==> src/rtl/rf_wb_arbiter_if.sv <==
// Writeback/scoreboard bundle between the EXU/LSU/issue stage and rf_wb_arbiter.
// The master modport is the pipeline side, and the slave modport is the arbiter side.
interface rf_wb_arbiter_if #(
  parameter int DATA_W = 32,
  parameter int ADDR_W = 5
);
  logic              exu_valid;
  logic              exu_ready;
  logic [ADDR_W-1:0] exu_waddr;
  logic [DATA_W-1:0] exu_wdata;
  logic              lsu_valid;
  logic              lsu_ready;
  logic [ADDR_W-1:0] lsu_waddr;
  logic [DATA_W-1:0] lsu_wdata;
  logic              iss_mark;
  logic [ADDR_W-1:0] iss_rd;
  logic [ADDR_W-1:0] chk_rs1;
  logic [ADDR_W-1:0] chk_rs2;
  logic [ADDR_W-1:0] chk_rd;
  logic              hazard;
  logic              rf_wen;
  logic [ADDR_W-1:0] rf_waddr;
  logic [DATA_W-1:0] rf_wdata;
  logic              sb_err;

  modport master (
    output exu_valid, exu_waddr, exu_wdata,
    output lsu_valid, lsu_waddr, lsu_wdata,
    output iss_mark, iss_rd,
    output chk_rs1, chk_rs2, chk_rd,
    input  exu_ready, lsu_ready, hazard,
    input  rf_wen, rf_waddr, rf_wdata, sb_err
  );

  modport slave (
    input  exu_valid, exu_waddr, exu_wdata,
    input  lsu_valid, lsu_waddr, lsu_wdata,
    input  iss_mark, iss_rd,
    input  chk_rs1, chk_rs2, chk_rd,
    output exu_ready, lsu_ready, hazard,
    output rf_wen, rf_waddr, rf_wdata, sb_err
  );
endinterface

==> src/rtl/rf_wb_arbiter.sv <==
// Round-robin EXU/LSU writeback arbiter onto the register file write port.
// It also keeps the per-register busy scoreboard that the issue stage checks for hazards.
module rf_wb_arbiter #(
  parameter int DATA_W = 32,
  parameter int ADDR_W = 5
) (
  input logic            clk,
  input logic            rst,
  rf_wb_arbiter_if.slave bus
);
  localparam int NREG = 2**ADDR_W;
  localparam logic [NREG-1:0] X0_MASK = {{(NREG-1){1'b1}}, 1'b0};

  logic              r_last_lsu;
  logic              r_wen;
  logic [ADDR_W-1:0] r_waddr;
  logic [DATA_W-1:0] r_wdata;
  logic [NREG-1:0]   r_busy;
  logic              r_err;

  logic              w_exu_rdy;
  logic              w_lsu_rdy;
  logic [NREG-1:0]   w_set;
  logic [NREG-1:0]   w_clr;
  logic              w_err;

  always_comb begin
    w_exu_rdy = !rst && bus.exu_valid &&
                (!bus.lsu_valid || r_last_lsu);
    w_lsu_rdy = !rst && bus.lsu_valid &&
                (!bus.exu_valid || !r_last_lsu);
  end

  // The clear is sourced from the commit flops, so it lands on the same edge as the RF write
  always_comb begin
    w_set = '0;
    w_clr = '0;
    if (bus.iss_mark) w_set[bus.iss_rd] = 1'b1;
    if (r_wen)        w_clr[r_waddr]    = 1'b1;
    w_set = w_set & X0_MASK;
    w_err = bus.iss_mark && (bus.iss_rd != '0) &&
            r_busy[bus.iss_rd] && !w_clr[bus.iss_rd];
  end

  always_ff @(posedge clk) begin
    if (rst) begin
      r_last_lsu <= 1'b1;
      r_wen      <= 1'b0;
      r_waddr    <= '0;
      r_wdata    <= '0;
      r_busy     <= '0;
      r_err      <= 1'b0;
    end else begin
      if (w_exu_rdy) begin
        r_wen      <= (bus.exu_waddr != '0);
        r_waddr    <= bus.exu_waddr;
        r_wdata    <= bus.exu_wdata;
        r_last_lsu <= 1'b0;
      end else if (w_lsu_rdy) begin
        r_wen      <= (bus.lsu_waddr != '0);
        r_waddr    <= bus.lsu_waddr;
        r_wdata    <= bus.lsu_wdata;
        r_last_lsu <= 1'b1;
      end else begin
        r_wen      <= 1'b0;
      end
      r_busy <= ((r_busy & ~w_clr) | w_set) & X0_MASK;
      r_err  <= r_err | w_err;
    end
  end

  assign bus.exu_ready = w_exu_rdy;
  assign bus.lsu_ready = w_lsu_rdy;
  assign bus.rf_wen    = r_wen;
  assign bus.rf_waddr  = r_waddr;
  assign bus.rf_wdata  = r_wdata;
  assign bus.sb_err    = r_err;
  assign bus.hazard    = r_busy[bus.chk_rs1] |
                         r_busy[bus.chk_rs2] |
                         r_busy[bus.chk_rd];
endmodule

==> src/flat_wrapper.sv <==
// flat-port wrapper written by rule: the top's interface ports become plain ports
module rf_wb_arbiter_flat 
#(
  parameter int DATA_W = 32,
  parameter int ADDR_W = 5
)
  (clk, rst, bus_exu_valid, bus_exu_waddr, bus_exu_wdata, bus_lsu_valid, bus_lsu_waddr, bus_lsu_wdata, bus_iss_mark, bus_iss_rd, bus_chk_rs1, bus_chk_rs2, bus_chk_rd, bus_exu_ready, bus_lsu_ready, bus_hazard, bus_rf_wen, bus_rf_waddr, bus_rf_wdata, bus_sb_err);
  rf_wb_arbiter_if #(.DATA_W(DATA_W), .ADDR_W(ADDR_W)) bus_i ();
  input logic clk;
  input logic rst;
  input wire logic [$bits(bus_i.exu_valid)-1:0] bus_exu_valid;
  input wire logic [$bits(bus_i.exu_waddr)-1:0] bus_exu_waddr;
  input wire logic [$bits(bus_i.exu_wdata)-1:0] bus_exu_wdata;
  input wire logic [$bits(bus_i.lsu_valid)-1:0] bus_lsu_valid;
  input wire logic [$bits(bus_i.lsu_waddr)-1:0] bus_lsu_waddr;
  input wire logic [$bits(bus_i.lsu_wdata)-1:0] bus_lsu_wdata;
  input wire logic [$bits(bus_i.iss_mark)-1:0] bus_iss_mark;
  input wire logic [$bits(bus_i.iss_rd)-1:0] bus_iss_rd;
  input wire logic [$bits(bus_i.chk_rs1)-1:0] bus_chk_rs1;
  input wire logic [$bits(bus_i.chk_rs2)-1:0] bus_chk_rs2;
  input wire logic [$bits(bus_i.chk_rd)-1:0] bus_chk_rd;
  output wire logic [$bits(bus_i.exu_ready)-1:0] bus_exu_ready;
  output wire logic [$bits(bus_i.lsu_ready)-1:0] bus_lsu_ready;
  output wire logic [$bits(bus_i.hazard)-1:0] bus_hazard;
  output wire logic [$bits(bus_i.rf_wen)-1:0] bus_rf_wen;
  output wire logic [$bits(bus_i.rf_waddr)-1:0] bus_rf_waddr;
  output wire logic [$bits(bus_i.rf_wdata)-1:0] bus_rf_wdata;
  output wire logic [$bits(bus_i.sb_err)-1:0] bus_sb_err;
  assign bus_i.exu_valid = bus_exu_valid;
  assign bus_i.exu_waddr = bus_exu_waddr;
  assign bus_i.exu_wdata = bus_exu_wdata;
  assign bus_i.lsu_valid = bus_lsu_valid;
  assign bus_i.lsu_waddr = bus_lsu_waddr;
  assign bus_i.lsu_wdata = bus_lsu_wdata;
  assign bus_i.iss_mark = bus_iss_mark;
  assign bus_i.iss_rd = bus_iss_rd;
  assign bus_i.chk_rs1 = bus_chk_rs1;
  assign bus_i.chk_rs2 = bus_chk_rs2;
  assign bus_i.chk_rd = bus_chk_rd;
  assign bus_exu_ready = bus_i.exu_ready;
  assign bus_lsu_ready = bus_i.lsu_ready;
  assign bus_hazard = bus_i.hazard;
  assign bus_rf_wen = bus_i.rf_wen;
  assign bus_rf_waddr = bus_i.rf_waddr;
  assign bus_rf_wdata = bus_i.rf_wdata;
  assign bus_sb_err = bus_i.sb_err;
  rf_wb_arbiter #(.DATA_W(DATA_W), .ADDR_W(ADDR_W)) u_core (.clk(clk), .rst(rst), .bus(bus_i));
endmodule
==> config.mk <==
export PLATFORM = sky130hd
export DESIGN_NAME = rf_wb_arbiter_flat
export DESIGN_NICKNAME = d
export VERILOG_FILES = /design/src/rtl/rf_wb_arbiter_if.sv /design/src/rtl/rf_wb_arbiter.sv /design/src/flat_wrapper.sv
export SDC_FILE = /design/constraint.sdc
export NUM_CORES = 1
export LEC_CHECK = 0
export CELL_PAD_IN_SITES_DETAIL_PLACEMENT = 1
export CELL_PAD_IN_SITES_GLOBAL_PLACEMENT = 1
export CORE_AREA = 5 5 151 110
export DETAILED_ROUTE_END_ITERATION = 16
export DIE_AREA = 0 0 156 115
export HOLD_SLACK_MARGIN = 0.06
export PLACE_DENSITY = 0.79
export RECOVER_POWER = 100
export SLEW_MARGIN = 30
export SYNTH_ARGS = -nofsm -noshare
export SYNTH_HDL_FRONTEND = slang
export SYNTH_SLANG_ARGS = --single-unit
export TNS_END_PERCENT = 1
==> constraint.sdc <==
create_clock -name clk -period 2.81 [get_ports clk]
set_input_delay 0.843 -clock clk [delete_from_list [all_inputs] [get_ports clk]]
set_output_delay 0.843 -clock clk [all_outputs]
set_load 0.03 [all_outputs]
# After elaboration in Yosys (flattened, before gate mapping)
# Cells that the tools add are included.
# word_totals
wordCells	64
regBits	72
inputBits	99
# classes
mux	24
n_reduce_logical	20
n_bitwise	6
n_lt_le_gt_ge	7
# ops
cell	n
32-bit 2-to-1 mux	4
32-bit bitwise AND	1
32-bit inverter	1
32-bit bitwise OR	1
5-bit by 6-bit less-than comparator with 1-bit output (second input constant)	5
1-bit binary-select mux with 5-bit select	5
5-bit nonzero test	3
1-bit 2-to-1 mux	11
1-bit demux with 5-bit select	2
5-bit by 1-bit >= comparator with 1-bit output (second input constant)	2
5-bit 2-to-1 mux	2
1-bit logical AND	9
1-bit zero test	5
1-bit bitwise OR	3
1-bit logical OR	2
2-bit nonzero test	1

# Depth between registers and ports, before layout
# Gate-level depths: netlist of run 1.
# depth
ltp_word	10
depth_mapped	7
depth_no_buf	5

# Least setup slack after synthesis of run 1
# OpenSTA, ideal clock, no wires.
# synth_timing
kind	input port to output port
startpoint	in bus_chk_rs2[1]
endpoint	out bus_hazard
arrival_ns	2.251
n_path_buf	1
slack_ns	-0.284
required_ns	1.967
stages	6
cell_sequence	buf_2 > mux2_2 > a221oi_1 > a2111oi_0 > a311oi_1 > nand4_1
# synth_via
elab_chain_cells	4
# synth_lines
element	line	rtl
from (decl)	flat_wrapper.sv:20	input wire logic [$bits(bus_i.chk_rs2)-1:0] bus_chk_rs2;
1-bit binary-select mux with 5-bit select	rf_wb_arbiter.sv:79	r_busy[bus.chk_rs2] |
1-bit 2-to-1 mux (implied by the code)	rf_wb_arbiter.sv:79	
1-bit bitwise OR	rf_wb_arbiter.sv:78	assign bus.hazard = r_busy[bus.chk_rs1] |
1-bit bitwise OR	rf_wb_arbiter.sv:79	
to (decl)	flat_wrapper.sv:24	output wire logic [$bits(bus_i.hazard)-1:0] bus_hazard;
# No other way between the ends. The select of a mux whose other input is x is not followed.

# Worst setup path in the final report of run 1
# layout_timing
startpoint	in bus_chk_rs1[0]
endpoint	out bus_hazard
# layout_via
elab_chain_cells	4
# layout_lines
element	line	rtl
from (decl)	flat_wrapper.sv:19	input wire logic [$bits(bus_i.chk_rs1)-1:0] bus_chk_rs1;
1-bit binary-select mux with 5-bit select	rf_wb_arbiter.sv:78	
1-bit 2-to-1 mux (implied by the code)	rf_wb_arbiter.sv:78	
1-bit bitwise OR	rf_wb_arbiter.sv:78	
1-bit bitwise OR	rf_wb_arbiter.sv:79	
# No other way between the ends. The select of a mux whose other input is x is not followed.

==> impl_metrics.json, run 1 <==
{
  "synth_area_mm2": 0.00425,
  "seq_power_share_pct": 38.0,
  "worst_slew_pin_slew_ns": 1.53,
  "antenna_found_initial": 0,
  "dieArea_mm2": 0.0179,
  "final_cell_mix": "nand2_1, clkdlybuf4s50_1, dfxtp_1",
  "avgViaCountPerCell": 5.53,
  "clock.fmax_ghz": 0.315,
  "cts_tree": "yes",
  "critPathCaptureType": "output port",
  "synth_nets": 619,
  "dpl_cell_area_mm2": 0.00607,
  "worstPathMaxFanout": 7,
  "whs_ns": 0.478,
  "p_sw_share_pct": 29.0,
  "required_ns": 1.97,
  "rsz0062_at_grt": "yes",
  "clockBufferDepth": 2,
  "drive_gt1_share_pct": 18.1,
  "area_growth_pct": 52.9,
  "path_class": "in -> out",
  "firstDrtPassIters": 5,
  "pwr-share-comb_pct": 24.8,
  "cts_root_buf": "clkbuf_16",
  "grtUsageTotal_pct": 21.1,
  "cp_slowest_cell": "mux4_2",
  "p_switching_mw": 0.851,
  "period_minus_slack_ns": 3.18,
  "crit_chain": "buf_4 > buf_6 > mux4_2 > nand3b_1 > nand2_1 > a21oi_1 > nand4_1 > buf_6",
  "gp_congestion": 0.949,
  "dpl.hpwl_mm": 14.1,
  "rows": 38,
  "syn_avg_cell_area_um2": 8.16,
  "syn_inst": 520,
  "synth.distinct_cells": 52,
  "fin_area_mm2": 0.00649,
  "violations": "max-capacitance violations, max-slew violations, negative setup slack",
  "synth_flop_cell": "dfxtp_1",
  "dp_cells": 863,
  "worstSkewPairLatency_ns": 0.33,
  "antenna_cells": 0,
  "drc_errors": 0,
  "post-route-util_pct": 43.1,
  "outcome": "finished, violations left",
  "maxSlewHeadroom_pct": -2.31,
  "p_int_mw": 2.08,
  "p_leak_nw": 2.41,
  "crit_family": "multiplexers",
  "synth.ff_latch_count": 71,
  "yosysSeqAreaShare_pct": 33.5,
  "fillCellCount": 1745,
  "arrival_ns": 2.33,
  "cts.clk_slew.worst_paths_ns": 0.05,
  "grt_pass1_vias": 5172,
  "critical-path-max-stage-delay_ns": 0.52,
  "min_period_over_period_pct": 113,
  "htree_num_levels": 3,
  "crit_top_cell": "buf_6",
  "synth-async-reset-ratio_pct": 0,
  "p_clk_share_pct": 37.3,
  "io_buffers": 140,
  "cp.buffers_inverters": 3,
  "ant_nets": 0,
  "ys_warn_count": 0,
  "start_kind": "input port",
  "fin_tns_setup_ns": -0.406,
  "setup_slack_ns": -0.366,
  "drv_slew": 71,
  "wl_mm": 19.0,
  "ir_drop_uv": 257,
  "setup_viol": 2,
  "final_nets": 776,
  "grt_pass1_wl_mm": 29.6,
  "min_path_type": "reg -> reg",
  "fin_cells": 880,
  "num_io_pins": 141,
  "powerDensity_mw_per_mm2": 452,
  "synth_edf_count": 0,
  "finalHoldViolations": 0,
  "dr_total_vias": 4866,
  "clock_sinks": 71,
  "grt_overflow_total": 0,
  "layout_commonest_cell": "nand2_1",
  "core_mm2": 0.0151,
  "drv_cap": 1,
  "fp.dieW_um": 156,
  "clock_skew_ns": 0.0103,
  "dr.first_iter.drc_count": 467,
  "ctsHoldBuffers": 0,
  "dieHeight_um": 115,
  "grt_max_degree": 71,
  "numCtsBuffers": 9,
  "wl_per_cell_um": 21.6,
  "start_util_pct": 28.2
}
==> repair_timing <==
| action | CTS | global route |
|---|---|---|
| pin swaps | 8 | 2 |
| endpoints found under the hold margin | 0 | 0 |
| gates cloned | 1 | 0 |
| endpoints found under the setup margin | 1 | 1 |
| resized for setup | 58 | 5 |
| setup buffers | 2 | 0 |
==> Yosys cell counts (all sizes together) (2+ instances only) <==
master   instances  area share (%)
a2111oi          4            0.83
o2111ai          3            0.62
o21ai           38             4.5
xnor2            3            0.62
a22oi            2            0.35
nor4             5            0.74
nand3b           7             1.3
a221oi           4            0.97
a311oi          34             7.0
or4              2            0.35
buf             20             2.8
nor4b            2            0.41
nand3            9             1.1
o22ai            2            0.29
inv              7            0.62
mux2i           12             2.8
nor3b            4            0.71
and3             2            0.29
or3              2            0.29
nor3             7            0.83
dfxtp           71              33
nand2b           3            0.44
clkbuf          22             1.9
nor2b           10             1.5
a21oi           35             4.1
or3b             2            0.41
nor2            52             4.6
mux4            20              11
mux2            11             2.9
nand2          110             9.7
==> sequential cells by signal (all words and copies together), names as in the netlist <==
signal,cells
u_core.bus.rf_wdata,32
u_core.bus.sb_err,1
u_core.r_last_lsu,1
u_core.bus.rf_wen,1
u_core.r_busy,31
u_core.bus.rf_waddr,5
==> metrics by stage <==
step	worst slack (ns)	power (mW)
floorplan	-0.174	1.48
global placement	-0.848	1.83
global route	-0.422	3.06
finish	-0.366	2.93
CTS	-0.330	2.98
detailed placement	-0.899	1.86
==> kinds of logic (layout without fill, tap and decap cells) <==
group / count (synthesis) / in the layout / share of synthesized area, %
DFF: 71 / 71 / 33.5
buffers and inverters: 49 / 209 / 5.39
muxes: 43 / 43 / 16.4
and+or+nand+nor: 222 / 222 / 23.5
AOI/OAI and AO/OA: 131 / 131 / 20.4
xor gates and xnor gates: 4 / 4 / 0.825
==> final timing paths <==
path	start	to	slack, ns	cells past startpoint
max	bus_chk_rs1[0]	bus_hazard	-0.37	8
min	u_core.bus.rf_wdata[19]	u_core.bus.rf_wdata[19]	0.48	2
max reg2reg	u_core.r_last_lsu	u_core.bus.rf_wdata[9]	0.98	4
min reg2reg	u_core.bus.rf_wdata[19]	u_core.bus.rf_wdata[19]	0.48	2
==> worst register-to-register path: stages, from the launching register on <==
cell and delay, ns:
dfxtp_1 0.34, o21ai_0 0.27, clkbuf_4 0.70, nor2_1 0.10, a311oi_1 0.30
==> power by group through the flow <==
stage / Combinational [mW] / Clock (mW) / Sequential, mW
after global placement: 0.703 / 0 / 1.13
after CTS: 0.743 / 1.12 / 1.12
final: 0.727 / 1.09 / 1.11
after floorplan: 0.276 / 0 / 1.21
after global routing: 0.774 / 1.16 / 1.12
after detailed placement: 0.720 / 0 / 1.14
==> routing by layer <==
| layer | part of all wire, % | GRT usage (%) | vias to the layer above |
|---|---|---|---|
| met3 | 7.6 | 4.78 | 36 |
| met5 | 0 | 0 | - |
| met2 | 48 | 35.4 | 195 |
| li1 | - | - | 2213 |
| met4 | 2.3 | 6.30 | 0 |
| met1 | 42 | 27.4 | 2422 |
==> final cells by class <==
class	count	area [um^2]	share of cell area [%]
timing repair buffer	188	1780	27.4
inverter	7	26.3	0.405
multi-input combinational	400	2730	42.1
tap	200	250	3.86
sequential	71	1420	21.9
clock buffer	14	284	4.38
No activity file was read; power rests on OpenSTA's default activity.
==> run 2, diff against run 1 <==
--- a/config.mk
+++ b/config.mk
@@ -15,2 +15,3 @@
 export RECOVER_POWER = 100
+export SETUP_SLACK_MARGIN = 0.1
 export SLEW_MARGIN = 30
--- a/constraint.sdc
+++ b/constraint.sdc
@@ -3,2 +3,2 @@
 set_output_delay 0.843 -clock clk [all_outputs]
-set_load 0.03 [all_outputs]
+set_load 0.1 [all_outputs]
==> run 2 against run 1 <==
The flow finishes with violations (negative setup slack). Count of clock-buffer cells in the layout down 3. Utilization shrank 1.7 points. Global-route usage shrank 0.68 points. Die area is the same. Sequential power is essentially flat. Maximum frequency is 2.8% lower. Critical path depth unchanged. Combinational power increased by 33%. Final cell count up 0.34%. Clock skew decreased by 0.0040 ns. Clock power barely moved. Largest cell class unchanged.
==> impl_metrics.json, run 2 (same netlist as run 1, synthesis figures left out) <==
{
  "cts.clk_slew.worst_paths_ns": 0.06,
  "total_power_mw": 3.17,
  "grt_pass1_wl_mm": 29.0,
  "fin_tns_setup_ns": -0.906,
  "cts_root_buf": "clkbuf_16",
  "dr_total_vias": 4854,
  "finalHoldViolations": 0,
  "whs_ns": 0.483,
  "min_period_over_period_pct": 116,
  "clock_skew_ns": 0.00628,
  "num_io_pins": 141,
  "dpl.hpwl_mm": 13.7,
  "gp_congestion": 0.971,
  "clockBufferDepth": 2,
  "maxSlewHeadroom_pct": 17.2,
  "dieArea_mm2": 0.0179,
  "powerDensity_mw_per_mm2": 509,
  "ir_drop_uv": 340,
  "wl_per_cell_um": 20.9,
  "area_growth_pct": 47.0,
  "crit_top_cell": "buf_12",
  "dp_cells": 860,
  "period_minus_slack_ns": 3.27,
  "grt_max_degree": 70,
  "grt_pass1_vias": 5237,
  "start_kind": "input port",
  "grtUsageTotal_pct": 20.5,
  "critical-path-max-stage-delay_ns": 0.48,
  "io_buffers": 140,
  "start_util_pct": 28.2,
  "avgViaCountPerCell": 5.50,
  "min_path_type": "reg -> reg",
  "fillCellCount": 1782,
  "violations": "negative setup slack",
  "dieHeight_um": 115,
  "cp_slowest_cell": "mux4_2",
  "fin_cells": 883,
  "clock.fmax_ghz": 0.306,
  "final_nets": 777,
  "final_cell_mix": "nand2_1, clkdlybuf4s50_1, dfxtp_1",
  "dr.first_iter.drc_count": 284,
  "antenna_found_initial": 0,
  "worst_slew_pin_slew_ns": 1.25,
  "crit_chain": "buf_8 > buf_12 > mux4_2 > nor2_1 > nor4b_1 > nor3_1 > nand4_1 > buf_12",
  "worstSkewPairLatency_ns": 0.33,
  "worstPathMaxFanout": 5,
  "drive_gt1_share_pct": 19.0,
  "antenna_cells": 0,
  "outcome": "finished, violations left",
  "grt_overflow_total": 0,
  "clock_sinks": 71,
  "p_sw_share_pct": 36.7,
  "setup_viol": 3,
  "setup_slack_ns": -0.457,
  "p_int_mw": 2.01,
  "drv_slew": 0,
  "wl_mm": 18.4,
  "largest_reg_flops": 32,
  "required_ns": 1.97,
  "fp.dieW_um": 156,
  "p_switching_mw": 1.16,
  "drc_errors": 0,
  "rows": 38,
  "core_mm2": 0.0151,
  "arrival_ns": 2.42,
  "fin_area_mm2": 0.00624,
  "htree_num_levels": 3,
  "p_clk_share_pct": 34.5,
  "cts_tree": "yes",
  "seq_power_share_pct": 35.2,
  "dpl_cell_area_mm2": 0.00601,
  "path_class": "in -> out",
  "drv_cap": 0,
  "rsz0062_at_grt": "yes",
  "firstDrtPassIters": 5,
  "numCtsBuffers": 9,
  "pwr-share-comb_pct": 30.4,
  "ant_nets": 0,
  "p_leak_nw": 2.26,
  "layout_commonest_cell": "nand2_1",
  "critPathCaptureType": "output port"
}
-- run 2: final timing paths --
check	from	cells past startpoint	to	slack (ns)
worst max register to register	u_core.r_last_lsu	4	u_core.bus.rf_wdata[4]	0.92
worst max-delay path	bus_chk_rs2[1]	8	bus_hazard	-0.46
worst min register to register	u_core.bus.rf_wdata[17]	2	u_core.bus.rf_wdata[17]	0.48
worst min-delay path	u_core.bus.rf_wdata[17]	2	u_core.bus.rf_wdata[17]	0.48
-- run 2: power by group through the flow --
stage	clock network, mW	logic, mW	registers [mW]
6_report	1.09	0.964	1.12
5_1_grt	1.16	1.01	1.12
4_1_cts	1.11	1.01	1.12
3_5_place_dp	0	0.988	1.14
3_3_place_gp	0	0.971	1.13
2_1_floorplan	0	0.300	1.45
-- run 2: final cells by class --
type                            instances  area, um^2  area share (%)
Inverter                                7        26.3           0.421
Tap cell                              200         250            4.01
Clock buffer                           11         253            4.05
Clock inverter                          5        32.5           0.521
Timing Repair Buffer                  189        1580            25.4
Multi-Input combinational cell        400        2670            42.9
Sequential cell                        71        1420            22.8
-- run 2: critical path: cells and delay by family --
kind | cells | cell delay (ns)
muxes | 1 | 0.48
buffers and inverters | 3 | 0.42
and+or+nand+nor | 4 | 0.67
-- run 2: timing repair --
| item | in CTS | in global routing |
|---|---|---|
| setup buffers | 6 | 0 |
| pin swaps | 9 | 1 |
| setup endpoints to repair | 3 | 2 |
| cloned | 1 | 0 |
| endpoints found under the hold margin | 0 | 0 |
| hold buffers | 0 | 0 |
| resized for setup | 50 | 3 |
-- run 2: per-stage QoR --
stage / utilization [%] / setup WS [ns]
4_1_cts: 42.6 / -0.446
2_1_floorplan: - / -0.768
3_3_place_gp: 39.9 / -0.867
5_1_grt: 41.4 / -0.528
3_5_place_dp: 39.9 / -0.925
6_report: 41.4 / -0.457
-- run 2: per-layer routing --
metal / vias up / part of all wire (%) / track usage, %
li1: 2221 / - / -
met1: 2452 / 43 / 26.1
met2: 148 / 50 / 35.8
met3: 33 / 4.8 / 4.03
met4: 0 / 1.8 / 5.07
met5: - / 0 / 0
